[src/rtl/regs_pkg.sv]
// Shared widths and request bundle for the GPR write-back path.
// The optional bypass outputs are enabled by REGS_WB_BYPASS_EN.
package regs_pkg;

    localparam int ADDR_W = 5;
    localparam int DATA_W = 64;
    localparam int NGPR   = 32;

    typedef struct packed {
        logic [ADDR_W-1:0] addr;
        logic [DATA_W-1:0] data;
    } wb_req_t;

    function automatic logic [NGPR-1:0] gpr_decode(
        input logic [ADDR_W-1:0] a,
        input logic              en
    );
        logic [NGPR-1:0] m;
        m = '0;
        if (en) m[a] = 1'b1;
        return m;
    endfunction

endpackage

[src/rtl/regs_wb_pick.sv]
// Combinational two-grant round-robin picker.
// Grant B must target a different GPR than grant A.
module regs_wb_pick #(
    parameter int NREQ   = 3,
    parameter int ADDR_W = 5,
    parameter int PW     = 2
) (
    input  logic [NREQ-1:0]        valid,
    input  logic [NREQ*ADDR_W-1:0] addr,
    input  logic [PW-1:0]          rr_ptr,
    output logic [PW-1:0]          a_idx,
    output logic                   a_vld,
    output logic [PW-1:0]          b_idx,
    output logic                   b_vld
);

    int                j;
    logic [ADDR_W-1:0] a_addr;
    logic [ADDR_W-1:0] cur;

    always_comb begin
        a_vld  = 1'b0;
        b_vld  = 1'b0;
        a_idx  = '0;
        b_idx  = '0;
        a_addr = '0;
        cur    = '0;
        j      = 0;
        for (int k = 0; k < NREQ; k++) begin
            j = int'(rr_ptr) + k;
            if (j >= NREQ) j = j - NREQ;
            cur = addr[j*ADDR_W +: ADDR_W];
            if (valid[j]) begin
                if (!a_vld) begin
                    a_vld  = 1'b1;
                    a_idx  = PW'(j);
                    a_addr = cur;
                end else if (!b_vld && cur != a_addr) begin
                    b_vld = 1'b1;
                    b_idx = PW'(j);
                end
            end
        end
    end

endmodule

[src/rtl/regs_wb_arbiter.sv]
// Write-back arbiter feeding the two GPR write ports, one cycle registered.
// Define REGS_WB_BYPASS_EN to add read-around forwarding outputs.
module regs_wb_arbiter #(
    parameter int NREQ   = 3,
    parameter int ADDR_W = regs_pkg::ADDR_W,
    parameter int DATA_W = regs_pkg::DATA_W
) (
    input  logic                   clk,
    input  logic                   rst_n,
    input  logic                   wbHold,
    input  logic [NREQ-1:0]        reqValid,
    input  logic [NREQ*ADDR_W-1:0] reqAddr,
    input  logic [NREQ*DATA_W-1:0] reqData,
    output logic [NREQ-1:0]        reqReady,
    output logic                   writeEn0,
    output logic [ADDR_W-1:0]      writeAddr0,
    output logic [DATA_W-1:0]      writeData0,
    output logic                   writeEn1,
    output logic [ADDR_W-1:0]      writeAddr1,
    output logic [DATA_W-1:0]      writeData1,
    output logic [31:0]            busyMask
`ifdef REGS_WB_BYPASS_EN
    ,
    input  logic [ADDR_W-1:0]      fwdAddr0,
    input  logic [ADDR_W-1:0]      fwdAddr1,
    output logic                   fwdHit0,
    output logic                   fwdHit1,
    output logic [DATA_W-1:0]      fwdData0,
    output logic [DATA_W-1:0]      fwdData1
`endif
);

    import regs_pkg::*;

    localparam int PW = (NREQ > 1) ? $clog2(NREQ) : 1;

    wb_req_t       req [NREQ];
    logic [PW-1:0] a_idx, b_idx;
    logic          a_vld, b_vld;
    logic          grant_a, grant_b;

    logic [PW-1:0] rr_q, rr_d;
    logic          en0_q, en0_d;
    logic          en1_q, en1_d;
    wb_req_t       p0_q, p0_d;
    wb_req_t       p1_q, p1_d;

    always_comb begin
        for (int i = 0; i < NREQ; i++) begin
            req[i].addr = reqAddr[i*ADDR_W +: ADDR_W];
            req[i].data = reqData[i*DATA_W +: DATA_W];
        end
    end

    regs_wb_pick #(
        .NREQ   (NREQ),
        .ADDR_W (ADDR_W),
        .PW     (PW)
    ) u_pick (
        .valid  (reqValid),
        .addr   (reqAddr),
        .rr_ptr (rr_q),
        .a_idx  (a_idx),
        .a_vld  (a_vld),
        .b_idx  (b_idx),
        .b_vld  (b_vld)
    );

    assign grant_a = a_vld & ~wbHold;
    assign grant_b = b_vld & ~wbHold;

    // Ready is forced low while reset is asserted, not just after it
    always_comb begin
        reqReady = '0;
        if (rst_n) begin
            if (grant_a) reqReady[a_idx] = 1'b1;
            if (grant_b) reqReady[b_idx] = 1'b1;
        end
    end

    function automatic logic [PW-1:0] rr_next(input logic [PW-1:0] idx);
        return (idx == PW'(NREQ - 1)) ? '0 : idx + PW'(1);
    endfunction

    always_comb begin
        en0_d = grant_a;
        en1_d = grant_b;
        p0_d  = p0_q;
        p1_d  = p1_q;
        rr_d  = rr_q;
        if (grant_a) p0_d = req[a_idx];
        if (grant_b) p1_d = req[b_idx];
        if (grant_b)      rr_d = rr_next(b_idx);
        else if (grant_a) rr_d = rr_next(a_idx);
    end

    always_ff @(posedge clk or negedge rst_n) begin
        if (!rst_n) begin
            rr_q  <= '0;
            en0_q <= 1'b0;
            en1_q <= 1'b0;
            p0_q  <= '0;
            p1_q  <= '0;
        end else begin
            rr_q  <= rr_d;
            en0_q <= en0_d;
            en1_q <= en1_d;
            p0_q  <= p0_d;
            p1_q  <= p1_d;
        end
    end

    assign writeEn0   = en0_q;
    assign writeAddr0 = p0_q.addr;
    assign writeData0 = p0_q.data;
    assign writeEn1   = en1_q;
    assign writeAddr1 = p1_q.addr;
    assign writeData1 = p1_q.data;

    assign busyMask = gpr_decode(p0_q.addr, en0_q)
                    | gpr_decode(p1_q.addr, en1_q);

`ifdef REGS_WB_BYPASS_EN
    logic h00, h01, h10, h11;

    assign h00 = en0_q && (p0_q.addr == fwdAddr0);
    assign h01 = en1_q && (p1_q.addr == fwdAddr0);
    assign h10 = en0_q && (p0_q.addr == fwdAddr1);
    assign h11 = en1_q && (p1_q.addr == fwdAddr1);

    assign fwdHit0  = h00 | h01;
    assign fwdHit1  = h10 | h11;
    assign fwdData0 = h01 ? p1_q.data : p0_q.data;
    assign fwdData1 = h11 ? p1_q.data : p0_q.data;
`endif

endmodule

[config.mk]
export PLATFORM = sky130hd
export DESIGN_NAME = regs_wb_arbiter
export DESIGN_NICKNAME = d
export VERILOG_FILES = /design/src/rtl/regs_pkg.sv /design/src/rtl/regs_wb_pick.sv /design/src/rtl/regs_wb_arbiter.sv
export SDC_FILE = /design/constraint.sdc
export NUM_CORES = 1
export LEC_CHECK = 0
export CORE_AREA = 2 2 152 154
export DETAILED_ROUTE_END_ITERATION = 10
export DIE_AREA = 0 0 154 156
export PLACE_DENSITY = 0.77
export SKIP_LAST_GASP = 1
export SLEW_MARGIN = 40
export SYNTH_ARGS = -nofsm -noshare
export SYNTH_HDL_FRONTEND = slang
export SYNTH_SLANG_ARGS = --single-unit
[constraint.sdc]
create_clock -name clk -period 7.9 [get_ports clk]
set_clock_uncertainty 0.1 [all_clocks]
set_input_delay 1.58 -clock clk [delete_from_list [all_inputs] [get_ports clk]]
set_output_delay 1.58 -clock clk [all_outputs]
set_load 0.02 [all_outputs]
==> results of run 1 <==
-- per-stage QoR --
stage	instances	hold slack (ns)	utilization, %
finish	1585	0.414	60.7
floorplan	961	0.536	-
detailed placement	1552	0.401	58.1
CTS	1584	0.415	60.7
global placement	1552	0.394	58.0
global route	1585	0.425	60.7
-- routing by layer --
metal / vias up / global-route usage, %
met1: 4833 / 36.5
met4: 2 / 13.6
met2: 565 / 52.1
met5: - / 0
li1: 4352 / -
met3: 94 / 7.81
-- registers in the layout, indices dropped and copies added, names as in the netlist --
signal,flops
writeAddr1,5
writeEn1,1
rr_q,2
writeData1,64
writeEn0,1
writeData0,64
writeAddr0,5
-- cell type report --
class                   instances  area [um^2]  area share [%]
inverters                       8         30.0           0.221
flip-flops and latches        142         3550            26.2
multi-input cells             714         5040            37.1
clock inverters                13          155            1.14
repair buffers                403         4010            29.5
diodes                          1         2.50          0.0184
well taps                     285          357            2.62
clock buffers                  19          433            3.19
-- power groups by stage --
stage                     clock [W]  sequential (W)  combinational [W]
after CTS                  0.000834         0.00135            0.00359
after detailed placement          0         0.00136            0.00358
final                      0.000823         0.00136            0.00362
after global placement            0         0.00135            0.00353
after global routing       0.000864         0.00140            0.00382
after floorplan                   0         0.00170            0.00174
-- cell usage after synthesis (3+ instances only) --
cell | number | share of area [%]
nand2_1 | 90 | 3.8
dfrtp_1 | 142 | 40
or3_1 | 6 | 0.42
o21ai_0 | 8 | 0.45
xor2_1 | 5 | 0.49
a22oi_1 | 72 | 6.0
a21oi_1 | 9 | 0.50
o211a_1 | 4 | 0.45
nor2_1 | 87 | 3.6
nand3_1 | 10 | 0.56
a221o_1 | 69 | 7.7
a31oi_1 | 69 | 4.8
nand4_1 | 4 | 0.28
and3_1 | 72 | 5.0
nand3b_1 | 12 | 1.0
mux2i_1 | 11 | 1.2
inv_1 | 7 | 0.29
o21a_1 | 3 | 0.25
or3b_2 | 5 | 0.49
ha_1 | 7 | 0.97
buf_1 | 3 | 0.13
o22ai_1 | 34 | 2.4
buf_2 | 18 | 1.0
nor2b_1 | 7 | 0.49
mux2_1 | 70 | 8.8
clkbuf_1 | 75 | 3.1
nor3_1 | 7 | 0.39
-- kinds of logic (layout without fill, tap and decap cells) --
kind of cell             Yosys count  count (layout)  share of synthesized area, %
XOR/XNOR                           7               7                         0.682
AND/OR/NAND/NOR                  312             312                          17.3
other                              1               2                        0.0417
buffers and inverters            105             443                          4.68
flip-flops                       142             142                          39.5
AO/OA/AOI/OAI                    303             303                          26.4
adder cells (fa/ha/maj)            9               9                          1.31
multiplexers                      82              82                          10.1
-- critical path, cell delays in order, from the launching register on --
cell and delay (ns):
dfrtp_1 0.47, inv_1 0.19, ha_1 0.57, nand3_1 0.18, fa_1 0.56, nor4b_1 0.61
a32o_1 0.27, a311oi_2 0.11, xor2_1 0.18, o2111ai_1 0.13, or3_1 0.52, a31o_2 0.29
a22oi_1 0.24, nor2b_1 0.08, clkdlybuf4s50_1 0.54
-- worst min path at each step --
stage	startpoint	slack, ns	cells after the start	to
2_1_floorplan	writeData1[0]$_DFFE_PN0P_	0.54	1	writeData1[0]$_DFFE_PN0P_
4_1_cts	writeData1[52]$_DFFE_PN0P_	0.42	1	writeData1[52]$_DFFE_PN0P_
6_report	writeData1[6]$_DFFE_PN0P_	0.41	1	writeData1[6]$_DFFE_PN0P_
5_1_grt	writeData1[52]$_DFFE_PN0P_	0.43	1	writeData1[52]$_DFFE_PN0P_
3_3_place_gp	writeData1[30]$_DFFE_PN0P_	0.39	1	writeData1[30]$_DFFE_PN0P_
3_5_place_dp	writeData1[28]$_DFFE_PN0P_	0.40	1	writeData1[28]$_DFFE_PN0P_
-- placed cells by master (no fill, tap or decap), types with 10 or more instances in the layout --
cell	synthesis	final
mux2i_1	11	11
o22ai_1	34	34
a22oi_1	72	72
nand3_1	10	10
clkdlybuf4s50_1	0	386
a221o_1	69	69
and3_1	72	72
mux2_1	70	70
buf_4	1	12
nand3b_1	12	12
a31oi_1	69	69
nor2_1	87	86
dfrtp_1	142	142
clkbuf_16	0	17
nand2_1	90	90
==> results.sh, run 1 <==
export IMPL_outcome="finished, final reports clean"
export IMPL_cts_buffers=17
export IMPL_slew_violations=0
export IMPL_cts_setup_buffers=0
export IMPL_switching_share_pct=46.7
export IMPL_clkTransAtPathRegs_ns=0.07
export IMPL_drc=0
export IMPL_dr_pass1_iters=5
export IMPL_syn_to_final_growth_pct=51.2
export IMPL_met1_length_mm=14.8
export IMPL_hold_class="flip-flop to flip-flop"
export IMPL_pwr_share_seq_pct=23.4
export IMPL_ys_seq_elements=142
export IMPL_die_area_um2=24000
export IMPL_reg2reg_slack_ns=1.74
export IMPL_fin_crit_ns=7.07
export IMPL_cts_resized_gates=0
export IMPL_tightest_slew_ns=0.855
export IMPL_antenna_found_initial=2
export IMPL_initial_core_util_pct=40.2
export IMPL_grt_pass1_vias=9871
export IMPL_rsz0062_at_grt="no"
export IMPL_antenna_left=0
export IMPL_crit_type="flip-flop to output port"
export IMPL_hpwl_mm=25.1
export IMPL_grt_max_degree=74
export IMPL_power_net_switching_w=0.00271
export IMPL_worstReg2RegStart="rr_q[1]$_DFFE_PN0P_"
export IMPL_die_h_um=156
export IMPL_total_power_w=0.00580
export IMPL_synthCells=961
export IMPL_ctsHoldBuffers=0
export IMPL_num_io_pins=388
export IMPL_tritoncts="yes"
export IMPL_cp_required_ns=6.22
export IMPL_worst_setup_path_start_kind="flip-flop"
export IMPL_fin_crit_sh_pct=89.4
export IMPL_die_w_um=154
export IMPL_setup_viol=0
export IMPL_finalHoldViolations=0
export IMPL_synth_cell_types=68
export IMPL_drt_iter0_drc=810
export IMPL_yosysWarningCount=0
export IMPL_dp_slack_ns=1.04
export IMPL_setup_ws_ns=0.834
export IMPL_rows=55
export IMPL_irDropWorstVdd_mv=0.322
export IMPL_synth_fp_nets=1182
export IMPL_core_um2=22400
export IMPL_synthArstFlopShare_pct=100
export IMPL_clock_latency_ns=0.43
export IMPL_cp_end_kind="output port"
export IMPL_crit_path_end="reqReady[2]"
export IMPL_cp_arrival_ns=5.39
export IMPL_wl_met2_mm=18.5
export IMPL_relSlewSlack_pct=43.0
export IMPL_place_port_buffers=387
export IMPL_post_drt_via_cell_ratio=6.21
export IMPL_n_fill_cell=1929
export IMPL_clock_sinks=142
export IMPL_ctsLongestPathBuffers=2
export IMPL_wl_per_cell_um=23.9
export IMPL_avgSynthCellArea_um2=9.35
export IMPL_drive_above_1_share_pct=5.23
export IMPL_synth_edff_count=0
export IMPL_p_clk_share_pct=14.2
export IMPL_cp_max_fo=18
export IMPL_postLayoutCellArea_um2=13600
export IMPL_critPathLaunch="rr_q[1]$_DFFE_PN0P_"
export IMPL_grtUsageTotal_pct=30.5
export IMPL_ys_flop_type="dfrtp_1"
export IMPL_tns_ns=0
export IMPL_fmaxAchievable_mhz=142
export IMPL_pwr_density_cell_nw_per_um2=427
export IMPL_overflow=0
export IMPL_synth_area_um2=8990
export IMPL_ys_seq_area_share_pct=39.5
export IMPL_routed_wl_mm=37.9
export IMPL_ctsHtreeMaxLevel=4
export IMPL_root_buffer="clkbuf_16"
export IMPL_internal_power_w=0.00309
export IMPL_met3WireLength_mm=3.23
export IMPL_grt_first_pass_wirelength_mm=57.2
export IMPL_regToRegEndpoint="writeData1[31]$_DFFE_PN0P_"
export IMPL_combPwrFrac_pct=62.4
export IMPL_leakagePower_nw=5.56
export IMPL_gp_congestion=0.925
export IMPL_num_vias=9846
export IMPL_rr_worst_depth=15
export IMPL_fin_nets=1507
export IMPL_place_area_um2=13000
export IMPL_top_layer="met5"
export IMPL_maxCapViolations=0
Note: power is estimated with default switching activity, not from simulation.
==> run 2, diff against run 1 <==
CORE_AREA = default   (was 2 2 152 154)
CORE_MARGIN = 8   (was default)
CORE_UTILIZATION = 43   (was default)
DIE_AREA = default   (was 0 0 154 156)
PLACE_DENSITY = 0.84   (was 0.77)
==> results.sh, run 2 (synthesis gave the netlist of run 1 again) <==
export IMPL_hold_slack_ns=0.415
export IMPL_antenna_left=0
export IMPL_setup_viol=0
export IMPL_pwr_density_cell_nw_per_um2=426
export IMPL_place_port_buffers=387
export IMPL_initial_core_util_pct=43.3
export IMPL_leakagePower_nw=5.59
export IMPL_cp_end_kind="output port"
export IMPL_reg2reg_slack_ns=1.72
export IMPL_slew_violations=0
export IMPL_core_um2=20800
export IMPL_rows=53
export IMPL_finalHoldViolations=0
export IMPL_tritoncts="yes"
export IMPL_total_power_w=0.00580
export IMPL_rsz0062_at_grt="no"
export IMPL_dr_pass1_iters=5
export IMPL_cp_required_ns=6.22
export IMPL_fmaxAchievable_mhz=141
export IMPL_maxCapViolations=0
export IMPL_drc=0
export IMPL_num_vias=9797
export IMPL_drive_above_1_share_pct=5.53
export IMPL_rr_worst_depth=16
export IMPL_crit_type="flip-flop to output port"
export IMPL_syn_to_final_growth_pct=51.7
export IMPL_tightest_slew_ns=0.792
export IMPL_drt_iter0_drc=980
export IMPL_grtUsageTotal_pct=29.4
export IMPL_hp_start="writeData1[5]$_DFFE_PN0P_"
export IMPL_irDropWorstVdd_mv=0.261
export IMPL_grt_max_degree=85
export IMPL_overflow=0
export IMPL_fin_nets=1510
export IMPL_crit_path_end="reqReady[2]"
export IMPL_num_io_pins=388
export IMPL_antenna_found_initial=4
export IMPL_hpwl_mm=27.8
export IMPL_ctsLongestPathBuffers=2
export IMPL_gp_congestion=0.948
export IMPL_layout_commonest_cell="clkdlybuf4s50_1"
export IMPL_fin_crit_ns=7.09
export IMPL_die_h_um=161
export IMPL_relSlewSlack_pct=47.2
export IMPL_ctsHtreeMaxLevel=4
export IMPL_hold_class="flip-flop to flip-flop"
export IMPL_routed_wl_mm=39.5
export IMPL_die_area_um2=25800
export IMPL_fin_crit_sh_pct=89.7
export IMPL_cp_max_fo=8
export IMPL_cp_arrival_ns=5.41
export IMPL_layout_common_cells="386 x clkdlybuf4s50_1, 142 x dfrtp_1, 90 x nand2_1, 86 x nor2_1"
export IMPL_worst_setup_path_start_kind="flip-flop"
export IMPL_cts_buffers=17
export IMPL_grt_first_pass_wirelength_mm=60.5
export IMPL_worstReg2RegStart="rr_q[1]$_DFFE_PN0P_"
export IMPL_wl_per_cell_um=25.0
export IMPL_regToRegEndpoint="writeData1[0]$_DFFE_PN0P_"
export IMPL_cts_resized_gates=0
export IMPL_root_buffer="clkbuf_16"
export IMPL_post_drt_via_cell_ratio=6.20
export IMPL_ctsHoldBuffers=0
export IMPL_clkTransAtPathRegs_ns=0.06
export IMPL_grt_pass1_vias=9986
export IMPL_clock_sinks=142
export IMPL_outcome="finished, final reports clean"
export IMPL_die_w_um=161
export IMPL_cts_setup_buffers=0
export IMPL_critPathLaunch="rr_q[1]$_DFFE_PN0P_"
export IMPL_clock_latency_ns=0.41
export IMPL_tns_ns=0
==> run 2: critical path, stage by stage (launching register included) <==
cell	delay, ns
dfrtp_1	0.48
inv_1	0.15
ha_1	0.32
nor2b_1	0.34
nand3_1	0.19
fa_1	0.55
nor4b_1	0.60
a32o_1	0.29
a311oi_2	0.13
xor2_1	0.16
o2111ai_1	0.13
or3_1	0.52
a31o_2	0.29
a22oi_1	0.17
nor2b_1	0.08
clkdlybuf4s50_1	0.58
==> run 2: metal layers <==
layer / global-route usage (%) / share of wire, % / up-vias
met5: 0 / 0.033 / -
li1: - / - / 4362
met1: 33.7 / 38 / 4756
met4: 13.9 / 4.3 / 2
met2: 49.3 / 48 / 567
met3: 9.09 / 9.4 / 110
==> run 2: area by class of cell <==
type                            count  area (um^2)
Fill cell                        1742         7120
Timing Repair Buffer              406         4060
Multi-Input combinational cell    714         5060
Clock inverter                     14          154
Sequential cell                   142         3550
Tap cell                          275          344
Clock buffer                       17          425
Inverter                            8         30.0
Antenna cell                        3         7.51
==> run 2: through the flow <==
stage / cell area (um^2) / utilization (%) / worst slack [ns] / std cells
5_1_grt: 13600 / 65.7 / 0.506 / 1579
2_1_floorplan: 8990 / - / 1.50 / 961
3_3_place_gp: 13000 / 62.5 / 1.17 / 1542
3_5_place_dp: 13000 / 62.7 / 1.12 / 1544
6_report: 13600 / 65.7 / 0.813 / 1579
4_1_cts: 13600 / 65.5 / 0.815 / 1575
==> run 2: where the power goes <==
part	leakage [nW]	internal, W	total, W	switching [W]
clock network	0.283	0.000470	0.000815	0.000346
logic	3.62	0.00155	0.00364	0.00208
registers	1.69	0.00109	0.00135	0.000260
==> run 2: worst min path at each step <==
stage,end,cells after the start
5_1_grt,writeData1[26]$_DFFE_PN0P_,1
4_1_cts,writeData1[54]$_DFFE_PN0P_,1
2_1_floorplan,writeData1[0]$_DFFE_PN0P_,1
3_5_place_dp,writeData1[17]$_DFFE_PN0P_,1
3_3_place_gp,writeData1[39]$_DFFE_PN0P_,1
6_report,writeData1[5]$_DFFE_PN0P_,1
